===== src/rtl/program_loader.sv =====
// -----------------------------------------------------------------------------
// program_loader
//   Byte-stream writer that fills the CPU instruction/data RAM from a framed
//   byte stream, then releases the CPU from reset once the frame checksum
//   verifies.
//
//   Frame: HDR, BASE, CNT, CNT x {hi, lo}, ENTRY, CSUM
//   CSUM = XOR of every frame byte after HDR, up to and including ENTRY.
//
// Ports:
//   clk         in   system clock, rising edge
//   rst         in   synchronous active-high reset
//   in_valid    in   in_byte is valid
//   in_byte     in   stream byte
//   in_ready    out  loader accepts a byte this cycle (low only in RUN)
//   ram_w_en    out  one-cycle RAM write strobe
//   ram_w_addr  out  RAM write word address
//   ram_w_data  out  RAM write data, high byte first
//   start_pc    out  CPU start address (ENTRY byte)
//   cpu_rst_n   out  active-low CPU reset; 0 holds the CPU
//   done        out  program loaded and CPU released
//   err         out  last frame failed its checksum
// -----------------------------------------------------------------------------
module program_loader #(
  parameter int          ADDR_W = 8,
  parameter int          DATA_W = 16,
  parameter logic [7:0]  HDR    = 8'hA5
) (
  input  logic              clk,
  input  logic              rst,
  input  logic              in_valid,
  input  logic [7:0]        in_byte,
  output logic              in_ready,
  output logic              ram_w_en,
  output logic [ADDR_W-1:0] ram_w_addr,
  output logic [DATA_W-1:0] ram_w_data,
  output logic [ADDR_W-1:0] start_pc,
  output logic              cpu_rst_n,
  output logic              done,
  output logic              err
);

  localparam logic [2:0] S_IDLE    = 3'd0;
  localparam logic [2:0] S_ADDR    = 3'd1;
  localparam logic [2:0] S_COUNT   = 3'd2;
  localparam logic [2:0] S_DATA_HI = 3'd3;
  localparam logic [2:0] S_DATA_LO = 3'd4;
  localparam logic [2:0] S_ENTRY   = 3'd5;
  localparam logic [2:0] S_CSUM    = 3'd6;
  localparam logic [2:0] S_RUN     = 3'd7;

  logic [2:0]        r_state;
  logic [ADDR_W-1:0] r_ptr;
  logic [7:0]        r_rem;
  logic [7:0]        r_hi;
  logic [7:0]        r_csum;
  logic              r_ram_w_en;
  logic [ADDR_W-1:0] r_ram_w_addr;
  logic [DATA_W-1:0] r_ram_w_data;
  logic [ADDR_W-1:0] r_start_pc;
  logic              r_cpu_rst_n;
  logic              r_done;
  logic              r_err;

  logic              w_ready;
  logic              w_accept;
  logic [7:0]        w_csum_next;

  assign w_ready     = (r_state != S_RUN);
  assign w_accept    = in_valid && w_ready;
  assign w_csum_next = r_csum ^ in_byte;

  always_ff @(posedge clk) begin
    if (rst) begin
      r_state      <= S_IDLE;
      r_ptr        <= '0;
      r_rem        <= '0;
      r_hi         <= '0;
      r_csum       <= '0;
      r_ram_w_en   <= 1'b0;
      r_ram_w_addr <= '0;
      r_ram_w_data <= '0;
      r_start_pc   <= '0;
      r_cpu_rst_n  <= 1'b0;
      r_done       <= 1'b0;
      r_err        <= 1'b0;
    end else begin
      // Write strobe defaults low; only a DATA_LO acceptance raises it.
      r_ram_w_en <= 1'b0;
      if (w_accept) begin
        case (r_state)
          S_IDLE: begin
            // Non-header bytes are dropped while hunting for a frame.
            if (in_byte == HDR) begin
              r_state <= S_ADDR;
              r_csum  <= '0;
              r_err   <= 1'b0;
            end
          end
          S_ADDR: begin
            r_ptr   <= ADDR_W'(in_byte);
            r_csum  <= w_csum_next;
            r_state <= S_COUNT;
          end
          S_COUNT: begin
            r_rem   <= in_byte;
            r_csum  <= w_csum_next;
            r_state <= (in_byte == 8'd0) ? S_ENTRY : S_DATA_HI;
          end
          S_DATA_HI: begin
            r_hi    <= in_byte;
            r_csum  <= w_csum_next;
            r_state <= S_DATA_LO;
          end
          S_DATA_LO: begin
            r_ram_w_en   <= 1'b1;
            r_ram_w_addr <= r_ptr;
            r_ram_w_data <= DATA_W'({r_hi, in_byte});
            r_ptr        <= r_ptr + 1'b1;
            r_rem        <= r_rem - 8'd1;
            r_csum       <= w_csum_next;
            // r_rem still holds the pre-decrement count here.
            r_state      <= (r_rem == 8'd1) ? S_ENTRY : S_DATA_HI;
          end
          S_ENTRY: begin
            r_start_pc <= ADDR_W'(in_byte);
            r_csum     <= w_csum_next;
            r_state    <= S_CSUM;
          end
          S_CSUM: begin
            r_csum <= w_csum_next;
            // Running XOR equals the received CSUM byte on a good frame.
            if (r_csum == in_byte) begin
              r_state     <= S_RUN;
              r_cpu_rst_n <= 1'b1;
              r_done      <= 1'b1;
            end else begin
              r_state <= S_IDLE;
              r_err   <= 1'b1;
            end
          end
          default: r_state <= r_state;
        endcase
      end
    end
  end

  assign in_ready   = w_ready;
  assign ram_w_en   = r_ram_w_en;
  assign ram_w_addr = r_ram_w_addr;
  assign ram_w_data = r_ram_w_data;
  assign start_pc   = r_start_pc;
  assign cpu_rst_n  = r_cpu_rst_n;
  assign done       = r_done;
  assign err        = r_err;

endmodule


===== config.mk =====
export PLATFORM = sky130hd
export DESIGN_NAME = program_loader
export DESIGN_NICKNAME = d
export VERILOG_FILES = /design/src/rtl/program_loader.sv
export SDC_FILE = /design/constraint.sdc
export NUM_CORES = 1
export LEC_CHECK = 0
export CAP_MARGIN = 20
export CORE_MARGIN = 2
export CORE_UTILIZATION = 54
export CTS_CLUSTER_DIAMETER = 60
export DETAILED_ROUTE_END_ITERATION = 7
export PLACE_DENSITY = 0.89
export RECOVER_POWER = 50
export SLEW_MARGIN = 20
export SYNTH_ARGS = -nofsm -noshare
export SYNTH_HDL_FRONTEND = slang
export SYNTH_SLANG_ARGS = --single-unit

===== constraint.sdc =====
create_clock -name clk -period 1.9 [get_ports clk]
set_input_delay 0.19 -clock clk [delete_from_list [all_inputs] [get_ports clk]]
set_output_delay 0.19 -clock clk [all_outputs]
set_load 0.02 [all_outputs]

==> implementation parameters <==
Parameter                              Value

Run status
  Outcome    finished, final reports clean

Cells and area
  Most used cells in the layout excluding fill and tap cells    97 x nand2_1, 70 x dfxtp_1, 56 x a21oi_1
  Utilization of the core after routing    around 70%
  Area delta synth->final    26.6%
  Share of cells above drive strength 1    between 10 and 15%
  Sequential cell area in the final layout    roughly 1400 µm²
  Area taken by multi-input logic gates    roughly 1700 µm²
  Number of diodes added for antenna fixing    0
  Number of cells in the finished layout apart from fillers    roughly 550
  # nets final    483
  Count of fill cells added during filler insertion    415
  Most common cell after layout, fill and taps aside    nand2_1
  Final non-filler cell area    approximately 4000 µm²

Power
  Part of the total power dissipated in combinational logic    4.8%
  Pleak    around 1.6 nW
  Share of total power consumed by net switching    22.6%
  Internal power contribution    2.25 mW
  Relative contribution of sequential cells to total power    50.4%
  Peak ir drop on the vdd network    437 µV
  Net switching power    roughly 0.66 mW
  Clock share of power    44.8%
  Pwr Density    709 nW/µm²

Logic synthesis
  Part of the Yosys area used for sequential elements    approximately 43%
  Area of the mapped netlist    3240 µm²
  Number of nets in the synthesized netlist    roughly 430
  Synth cell types    50
  Primary flip-flop cell chosen by synthesis mapping    dfxtp_1
  Share of synthesized flip-flops with an asynchronous set or reset    0%
  Avg Inst Size Synth    7.87 µm²
  Register bit count reported by yosys    70
  Count of synthesis-stage warnings from yosys    0
  Synthesized instance count    between 400 and 500
  Post-synth EDFFs    0

Timing
  Max Freq    between 500 and 600 MHz
  Setup repair after global routing missed its margin    no
  Slew Limit Headroom    about 67%
  Worst clock skew on the final layout    between 0.007 and 0.008 ns
  Final Hold Violating Endpoints    0
  Pins over their slew limit    0
  Smallest setup slack after layout    between 0.07 and 0.08 ns
  Min Tclk post-route    ~1.8 ns
  Sum of negative setup slack    0 ns
  Ratio of final minimum period to clock period    between 90 and 100%
  Transition time of the tightest slew-check pin    0.492 ns
  Final setup viols    0

Clock tree
  TritonCTS Buffers    9
  CTS root buf    clkbuf_8
  Clock latency reported for the late side of the worst-skew pair    around 0.35 ns
  Clock tree from TritonCTS    done
  Total number of H-tree levels    3
  CTS sink cnt    70
  Clock-pin slew reported for the worst setup and hold paths after clock tree synthesis    roughly 0.080 ns
  Buffer levels on the longest clock path    2
  Hold-fix buffer count after cts    0
  Number of post-CTS setup repair buffers    0

Worst setup path
  Largest incremental delay on the critical path    0.53 ns
  Reg2Reg Setup Slack    0.08 ns
  Data required, critical path    roughly 2.2 ns
  Top Family by Delay on Critical Path    simple AND/OR/NAND/NOR gates
  Cell with the largest stage delay on the worst path    or4_4
  Setup crit end kind    register
  Category of the worst setup path launch point    register
  Cell-by-cell trace of the critical path    xnor2_2, nand4_1, or4_4, or3_4, a221oi_2
  Buf/Inv on CP    0
  Critical setup path kind    register to register
  Max FO, Critical Path    3
  Crit path DAT    about 2.1 ns

Placement
  Instance count after placement with tap cells included    533
  RD Place Congestion    around 0.86
  Count of input and output buffers    47
  Pre-CTS setup slack    -0.315 ns
  Detailed Place HPWL    roughly 5.8 mm
  Post-Place Cell Area    a little under 4000 µm²

Floorplanning
  Die span in y    81.5 µm
  Die outline area    approximately 6600 µm²
  Overall die width    81.5 µm
  Total number of placement rows    28
  Core Area    a little under 6000 µm²
  IO Pins    48
  Starting utilization of the core area    a little under three fifths

Drt
  Remaining number of nets flagged by the antenna check after routing    0
  Vias per std cell    slightly below 6
  Number of detailed-route iterations in the first pass    4
  Detailed Route Iter0 Violations    between 200 and 300
  Routed WL    around 8.6 mm
  Via count    roughly 3.3k
  Post-DR wirelength/cell    between 15 and 20 µm
  Remaining design rule violation count    0

GRT
  Total global routing track utilization    a little over a quarter
  Number of antenna violations at the first check in global routing    0
  Vias in the first global route    3,050
  Pin count of the biggest net entering global routing    43
  First-pass GRT wire length    13.8 mm
  Remaining Overflow, GRT    0

Flow run
  Number of violations of the max-capacitance limit    0

Min path
  Worst hold-check path type    primary input to register
==> worst register-to-register path, delay by kind of cell (launching register included) <==
family / cells / cell delay (ns)
flops: 1 / 0.41
compound gates: 1 / 0.21
simple gates: 3 / 1.00
xor+xnor: 1 / 0.13
==> what timing repair did <==
action / 4_1_cts / 5_1_grt
pin swaps: 0 / 0
gates resized for setup: 1 / 4
endpoints found under the hold margin: 0 / 0
endpoints found under the setup margin: 1 / 25
==> routing by layer <==
metal,up-vias,GRT usage [%],part of all wire [%]
li1,1545,-,-
met1,1535,34.2,41
met2,160,43.4,48
met3,30,6.92,7.3
met4,0,13.4,3.1
met5,-,0,0
==> power by group through the flow <==
| stage | sequential, mW | clock (mW) | combinational, mW |
|---|---|---|---|
| finish | 1.47 | 1.31 | 0.140 |
| global route | 1.47 | 1.37 | 0.149 |
| CTS | 1.47 | 1.31 | 0.136 |
| detailed placement | 1.50 | 0 | 0.135 |
| global placement | 1.50 | 0 | 0.134 |
| floorplan | 1.50 | 0 | 0.0762 |
==> metrics by stage <==
| step | power (mW) | hold slack, ns |
|---|---|---|
| after floorplan | 1.58 | 0.326 |
| after detailed placement | 1.64 | 0.446 |
| final | 2.91 | 0.314 |
| after global placement | 1.64 | 0.442 |
| after global routing | 2.98 | 0.337 |
| after CTS | 2.91 | 0.320 |
==> logic make-up after synthesis <==
kind of cell	count (synthesis)	synth area share, %
adders and majority gates	3	1.16
xor gates and xnor gates	8	2.62
DFF	70	43.2
muxes	1	0.309
and+or+nand+nor	167	24.4
buffers and inverters	44	6.10
AOI/OAI and AO/OA	119	22.2
==> flip-flops by register name (all words and copies together), names as in the netlist <==
name,count
r_hi,8
ram_w_data,16
r_ptr,8
r_state,3
ram_w_addr,8
r_csum,8
done,1
r_rem,8
ram_w_en,1
err,1
start_pc,8
==> synthesized netlist by cell type, types with 2 or more instances <==
cell type / n / area share (%)
nor3_1: 5 / 0.77
a21oi_1: 56 / 8.6
nor4_1: 4 / 0.77
and3_1: 5 / 0.96
and3b_1: 2 / 0.54
a31oi_1: 4 / 0.77
or3b_1: 3 / 0.81
o21ai_0: 26 / 4.0
xnor2_2: 2 / 1.0
nor4b_1: 6 / 1.6
xnor2_1: 3 / 0.81
inv_1: 8 / 0.93
nand3_1: 9 / 1.4
o31ai_1: 6 / 1.4
nand4_1: 3 / 0.58
o221ai_1: 2 / 0.54
dfxtp_1: 70 / 43
clkbuf_1: 22 / 2.5
buf_6: 2 / 0.69
a22oi_1: 4 / 0.93
ha_1: 3 / 1.2
nand2_1: 97 / 11
nor3b_1: 2 / 0.46
nand3b_1: 2 / 0.46
xor2_1: 3 / 0.81
nor2b_1: 2 / 0.39
or3_1: 3 / 0.58
buf_2: 11 / 1.7
a31o_2: 8 / 2.2
nor2_1: 17 / 2.0
o211ai_1: 2 / 0.46
nand2b_1: 2 / 0.39
==> path summary, 6_finish.rpt <==
path	cells after the start	end	from
worst max register to register	5	r_state[2]$_SDFFE_PP0P_	r_csum[2]$_SDFFE_PP0P_
worst max-delay path	5	r_state[2]$_SDFFE_PP0P_	r_csum[2]$_SDFFE_PP0P_
worst min-delay path	3	r_state[2]$_SDFFE_PP0P_	rst
worst min register to register	2	ram_w_data[0]$_SDFFE_PP0P_	ram_w_data[0]$_SDFFE_PP0P_
==> cell type report <==
class | count | share of cell area [%]
tap | 75 | 2.29
clock buffer | 9 | 3.02
multi-input combinational | 298 | 40.3
clock inverter | 6 | 2.13
timing repair buffer | 82 | 17.4
sequential | 70 | 34.1
inverter | 8 | 0.731
No activity file was read; power rests on OpenSTA's default activity.
